### config.mk
export PLATFORM = sky130hd
export DESIGN_NAME = code_mem_loader
export DESIGN_NICKNAME = d
export VERILOG_FILES = /design/src/rtl/debug_pkg.sv /design/src/rtl/code_mem_bank.sv /design/src/rtl/code_mem_loader.sv
export SDC_FILE = /design/constraint.sdc
export NUM_CORES = 1
export LEC_CHECK = 0
export BUFFER_PORTS_ARGS = -buffer_cell sky130_fd_sc_hd__buf_2
export CORE_ASPECT_RATIO = 0.75
export CORE_UTILIZATION = 33
export DETAILED_ROUTE_END_ITERATION = 12
export PLACE_DENSITY = 0.53
export SYNTH_ARGS = -nofsm -noshare
export SYNTH_HDL_FRONTEND = slang
export SYNTH_SLANG_ARGS = --single-unit
### constraint.sdc
create_clock -name clk -period 5.19 [get_ports clk]
set_input_delay 0.519 -clock clk [delete_from_list [all_inputs] [get_ports clk]]
set_output_delay 0.519 -clock clk [all_outputs]
set_load 0.05 [all_outputs]
### src/rtl/debug_pkg.sv
// Shared debug-harness definitions: code-load FSM states, debug command codes, byte width.
package debug_pkg;

  localparam int CODE_BYTE_W = 8;

  typedef enum logic [1:0] {
    CL_IDLE,
    CL_LOAD,
    CL_DONE,
    CL_ERR
  } code_load_state_t;

  localparam logic [1:0] DBG_CMD_IDLE = 2'd0;
  localparam logic [1:0] DBG_CMD_RUN  = 2'd1;
  localparam logic [1:0] DBG_CMD_HALT = 2'd2;
  localparam logic [1:0] DBG_CMD_STEP = 2'd3;

endpackage

### src/rtl/code_mem_bank.sv
// Byte-lane-writable code storage with async clear and a registered, read-before-write fetch port.
module code_mem_bank
  import debug_pkg::*;
#(
  parameter int NUM_WORDS   = 8,
  parameter int WORD_BYTES  = 4,
  parameter int WORD_ADDR_W = $clog2(NUM_WORDS),
  parameter int LANE_W      = (WORD_BYTES > 1) ? $clog2(WORD_BYTES) : 1
) (
  input  logic                              clk,
  input  logic                              reset_code_rom_n,
  input  logic                              i_wr_en,
  input  logic [WORD_ADDR_W-1:0]            i_wr_word,
  input  logic [LANE_W-1:0]                 i_wr_lane,
  input  logic [CODE_BYTE_W-1:0]            i_wr_byte,
  input  logic                              i_rd_en,
  input  logic [WORD_ADDR_W-1:0]            i_rd_addr,
  output logic [CODE_BYTE_W*WORD_BYTES-1:0] o_rd_data,
  output logic                              o_rd_valid
);

  logic [WORD_BYTES-1:0][CODE_BYTE_W-1:0] r_mem [NUM_WORDS];
  logic [CODE_BYTE_W*WORD_BYTES-1:0]      w_rdWord;
  logic [CODE_BYTE_W*WORD_BYTES-1:0]      r_rdData;
  logic                                   r_rdValid;

  // Decoded lookup so an address with no backing word reads as zero.
  always_comb begin
    w_rdWord = '0;
    for (int i = 0; i < NUM_WORDS; i++) begin
      if (i_rd_addr == WORD_ADDR_W'(i)) w_rdWord = r_mem[i];
    end
  end

  always_ff @(posedge clk or negedge reset_code_rom_n) begin
    if (!reset_code_rom_n) begin
      for (int i = 0; i < NUM_WORDS; i++) r_mem[i] <= '0;
    end else if (i_wr_en) begin
      for (int i = 0; i < NUM_WORDS; i++) begin
        for (int j = 0; j < WORD_BYTES; j++) begin
          if (i_wr_word == WORD_ADDR_W'(i) && i_wr_lane == LANE_W'(j)) r_mem[i][j] <= i_wr_byte;
        end
      end
    end
  end

  always_ff @(posedge clk or negedge reset_code_rom_n) begin
    if (!reset_code_rom_n) begin
      r_rdData  <= '0;
      r_rdValid <= 1'b0;
    end else begin
      r_rdValid <= i_rd_en;
      if (i_rd_en) r_rdData <= w_rdWord;
    end
  end

  assign o_rd_data  = r_rdData;
  assign o_rd_valid = r_rdValid;

endmodule

### src/rtl/code_mem_loader.sv
// Byte-stream code memory loader with word fetch port for the debug harness.
// Optional load checksum output enabled by defining CODE_MEM_CHECKSUM_EN.
module code_mem_loader
  import debug_pkg::*;
#(
  parameter int NUM_WORDS   = 8,
  parameter int WORD_BYTES  = 4,
  parameter int BYTE_ADDR_W = $clog2(NUM_WORDS*WORD_BYTES),
  parameter int WORD_ADDR_W = $clog2(NUM_WORDS)
) (
  input  logic                              clk,
  input  logic                              reset_code_rom_n,
  input  logic                              load_start,
  input  logic [BYTE_ADDR_W-1:0]            load_base,
  input  logic [CODE_BYTE_W-1:0]            load_data,
  input  logic                              load_valid,
  input  logic                              load_last,
  output logic                              load_ready,
  output logic                              load_done,
  output logic                              load_err,
  output logic [BYTE_ADDR_W:0]              load_count,
`ifdef CODE_MEM_CHECKSUM_EN
  output logic [7:0]                        load_checksum,
`endif
  input  logic                              fetch_en,
  input  logic [WORD_ADDR_W-1:0]            fetch_addr,
  output logic [CODE_BYTE_W*WORD_BYTES-1:0] fetch_data,
  output logic                              fetch_valid
);

  localparam int LANE_W      = (WORD_BYTES > 1) ? $clog2(WORD_BYTES) : 1;
  localparam int TOTAL_BYTES = NUM_WORDS * WORD_BYTES;
  localparam logic [BYTE_ADDR_W-1:0] LAST_PTR = BYTE_ADDR_W'(TOTAL_BYTES - 1);

  code_load_state_t         r_state, w_nextState;
  logic [BYTE_ADDR_W-1:0]   r_ptr;
  logic [BYTE_ADDR_W:0]     r_count;
  logic                     w_xfer;
  logic [WORD_ADDR_W-1:0]   w_wrWord;
  logic [LANE_W-1:0]        w_wrLane;

  // A restart wins over a same-cycle byte, which is then dropped.
  assign w_xfer   = load_valid & load_ready & ~load_start;
  assign w_wrWord = WORD_ADDR_W'(int'(r_ptr) / WORD_BYTES);
  assign w_wrLane = LANE_W'(int'(r_ptr) % WORD_BYTES);

  always_ff @(posedge clk or negedge reset_code_rom_n) begin
    if (!reset_code_rom_n) r_state <= CL_IDLE;
    else                   r_state <= w_nextState;
  end

  always_comb begin
    w_nextState = r_state;
    if (load_start) begin
      w_nextState = CL_LOAD;
    end else if (w_xfer) begin
      if (load_last)              w_nextState = CL_DONE;
      else if (r_ptr == LAST_PTR) w_nextState = CL_ERR;
    end
  end

  always_comb begin
    load_ready = (r_state == CL_LOAD);
    load_done  = (r_state == CL_DONE);
    load_err   = (r_state == CL_ERR);
  end

  // The pointer saturates at the last byte; overflow is reported via CL_ERR instead of wrapping.
  always_ff @(posedge clk or negedge reset_code_rom_n) begin
    if (!reset_code_rom_n) begin
      r_ptr   <= '0;
      r_count <= '0;
    end else if (load_start) begin
      r_ptr   <= load_base;
      r_count <= '0;
    end else if (w_xfer) begin
      r_count <= r_count + 1'b1;
      if (r_ptr != LAST_PTR) r_ptr <= r_ptr + 1'b1;
    end
  end

  assign load_count = r_count;

`ifdef CODE_MEM_CHECKSUM_EN
  logic [7:0] r_checksum;

  always_ff @(posedge clk or negedge reset_code_rom_n) begin
    if (!reset_code_rom_n) r_checksum <= '0;
    else if (load_start)   r_checksum <= '0;
    else if (w_xfer)       r_checksum <= r_checksum + load_data;
  end

  assign load_checksum = r_checksum;
`endif

  code_mem_bank #(
    .NUM_WORDS   (NUM_WORDS),
    .WORD_BYTES  (WORD_BYTES),
    .WORD_ADDR_W (WORD_ADDR_W),
    .LANE_W      (LANE_W)
  ) u_bank (
    .clk              (clk),
    .reset_code_rom_n (reset_code_rom_n),
    .i_wr_en          (w_xfer),
    .i_wr_word        (w_wrWord),
    .i_wr_lane        (w_wrLane),
    .i_wr_byte        (load_data),
    .i_rd_en          (fetch_en),
    .i_rd_addr        (fetch_addr),
    .o_rd_data        (fetch_data),
    .o_rd_valid       (fetch_valid)
  );

endmodule

==> flow_metrics.tcl <==
set metrics [dict create \
    die-area_um2 43500 \
    drc 0 \
    wl_met3_mm 1.18 \
    routed_wl_mm 36.2 \
    area_growth_pct 12.6 \
    clk_latency_ns 0.52 \
    start_kind "flop" \
    fin_ws_ns 2.49 \
    synth_edf_count 0 \
    synth.ff_latch_count 302 \
    grt_util_all_layers 0.170 \
    place_area_um2 14800 \
    p_per_area_nw_per_um2 409 \
    yosysMostFrequentCell "dfrtp_1" \
    cp.arrival_ns 3.09 \
    postRouteAntennaNets 0 \
    critical_path_class "reg -> reg" \
    coreArea_um2 42000 \
    wire_per_inst_um 20.7 \
    num_rows 65 \
    cts_resized 0 \
    grt_pass1_wl_mm 56.6 \
    ios 64 \
    fmax_ghz 0.370 \
    syn_avg_cell_area_um2 12.3 \
    preCtsSetupSlack_ns 2.29 \
    layout.area.seq_um2 7560 \
    antenna_found_initial 0 \
    tritoncts "built" \
    r2r-start "r_ptr[0]" \
    detail_route.vias_per_cell 5.16 \
    worst_pin_slew_ns 1.10 \
    clockRootBuffer "clkbuf_16" \
    met2_length_mm 15.9 \
    timing.final.crit_share 0.521 \
    violations "hold timing" \
    via_count 9047 \
    n_antenna_cell 0 \
    seqPwrFrac 0.476 \
    drv_slew 0 \
    stdcell_area_um2 15900 \
    crit_path_end_kind "flop" \
    max-cap-violations 0 \
    hold_ws_ns -0.0318 \
    fp.dieH_um 181 \
    pwr-share-clk 0.355 \
    post-route-util 0.377 \
    fin_nets 1193 \
    skew_ns 0.0182 \
    synthesis.area_um2 14100 \
    swShare 0.275 \
    power_switching_uw 1790 \
    period_minus_slack_ns 2.70 \
    grt_max_degree 146 \
    cts_sinks 302 \
    overflow 0 \
    status "finished with violations" \
    final-hold-violation-count 1 \
    critPathMaxFanout 5 \
    slowest_stage "nor4bb_1" \
    required_ns 5.58 \
    p_leak_uw 0.00747 \
    drive_gt1_frac 0.345 \
    r2r_end "r_ptr[3]" \
    post_cts_buffers 0 \
    yosys-top-cells-area "dfrtp_1, mux2_2, mux2i_1" \
    crit_chain "ha_1, and3_1, ha_1, nor4bb_1, nand4_1, xnor2_1, mux2_2" \
    first_global_vias 9201 \
    rr_worst_depth 7 \
    cts_hold_buf 0 \
    synth_top_area_frac 0.537 \
    relSlewSlack 0.265 \
    first_pass_iters 5 \
    die_w_um 241 \
    cts_buffer_depth 3 \
    final-setup-viol-count 0 \
    synth_ff_type "dfrtp_1" \
    combPwrFrac 0.169 \
    h-tree-depth 2 \
    hp-class "in -> async" \
    gp_congestion 0.737 \
    m1WireLength_mm 18.5 \
    vdd_drop_max_mv 0.207 \
    yosys.cell_types.count 39 \
    multi_input_area_um2 6070 \
    r2r_slack_ns 2.49 \
    start_util 0.335 \
    top_layer_used "met4" \
    synthTopCellsByCount "dfrtp_1, mux2_2, o21ai_0" \
    synth_warnings 0 \
    rsz0062_at_grt "no" \
    setup_tns_ns 0 \
    synth_fp_nets 1175 \
    intPower_uw 4700 \
    portBuffers 63 \
    hpwl_mm 21.8 \
    critical-path-max-stage-delay_ns 0.88 \
    clk_pin_slew_ns 0.06 \
    fillers 4125 \
    syn_inst 1147 \
    cp_common_cell "ha_1" \
    drt_iter0_drc 588 \
    async_flop_share 1.00 \
    seq_area_frac_synth 0.537 \
    cts_buffers 34 \
    yosysTopAreaCell "dfrtp_1" \
]
routing by layer:
metal  GRT usage  vias to the layer above
li1            -                     4155
met1       0.252                     4715
met2       0.257                      123
met3      0.0277                       54
met4      0.0410                        0
met5           0                        -
flip-flops by register name, indices dropped and copies added (netlist names):
signal             count
r_state                2
load_count             6
u_bank.r_mem         256
r_ptr                  5
u_bank.o_rd_valid      1
u_bank.o_rd_data      32
worst max path at each step:
stage,start,to,slack [ns],cells past startpoint
after global placement,fetch_addr[0],u_bank.o_rd_data[11],2.33,6
after global routing,r_ptr[0],r_ptr[3],2.27,7
after detailed placement,fetch_addr[0],u_bank.o_rd_data[17],2.29,6
after CTS,r_ptr[0],r_ptr[3],2.46,7
final,r_ptr[0],r_ptr[3],2.49,7
after floorplan,r_ptr[0],r_ptr[3],3.10,8
cell usage in the layout (no fill, tap or decap), drive strengths merged:
| master | n |
|---|---|
| clkinvlp | 1 |
| nor2 | 61 |
| o311a | 5 |
| a31oi | 27 |
| a21o | 1 |
| nand3b | 1 |
| clkinv | 4 |
| o21ai | 74 |
| xnor2 | 3 |
| nor3b | 8 |
| a21boi | 5 |
| mux2i | 56 |
| nor2b | 13 |
| buf | 75 |
| nand3 | 6 |
| o22ai | 27 |
| nand2 | 40 |
| inv | 10 |
| nor4bb | 1 |
| clkbuf | 50 |
| nor3 | 1 |
| dfrtp | 302 |
| nand2b | 28 |
| ha | 6 |
| a211oi | 5 |
| o2bb2ai | 27 |
| xor2 | 5 |
| and3b | 13 |
| o221ai | 5 |
| nand4 | 3 |
| mux2 | 257 |
| and3 | 4 |
| and2 | 5 |
| a21oi | 56 |
critical path: cells and delay by family, from the launching register on:
family	cells	cell delay, ns
xor+xnor	1	0.17
fa+ha+maj	2	0.44
flops	1	0.44
mux	1	0.26
simple gates	3	1.27
cell families after synthesis:
logic type / after synthesis / share of synthesized area
adder cells (fa/ha/maj): 6 / 0.00533
XOR/XNOR: 8 / 0.00498
AO/OA/AOI/OAI: 232 / 0.0995
multiplexers: 313 / 0.245
buffers and inverters: 102 / 0.0330
flip-flops: 302 / 0.537
AND/OR/NAND/NOR: 184 / 0.0750
per-stage QoR:
| step | power, µW | instances |
|---|---|---|
| 3_3_place_gp | 4210 | 1698 |
| 2_1_floorplan | 3910 | 1147 |
| 5_1_grt | 6830 | 1754 |
| 4_1_cts | 6570 | 1754 |
| 3_5_place_dp | 4240 | 1698 |
| 6_report | 6490 | 1754 |
power groups by stage:
stage          Sequential, µW  Clock [µW]  Combinational, µW
6_report                 3090        2300               1100
5_1_grt                  3150        2480               1210
4_1_cts                  3090        2370               1110
3_5_place_dp             3130           0               1110
3_3_place_gp             3110           0               1090
2_1_floorplan            3160           0                756
cell type report:
class | instances | share of cell area
Sequential cell | 302 | 0.477
Multi-Input combinational cell | 743 | 0.383
Clock buffer | 50 | 0.0638
Tap cell | 569 | 0.0449
Timing Repair Buffer | 75 | 0.0275
Clock inverter | 6 | 0.00229
Inverter | 9 | 0.00213
(Power assumes the default switching activity.)
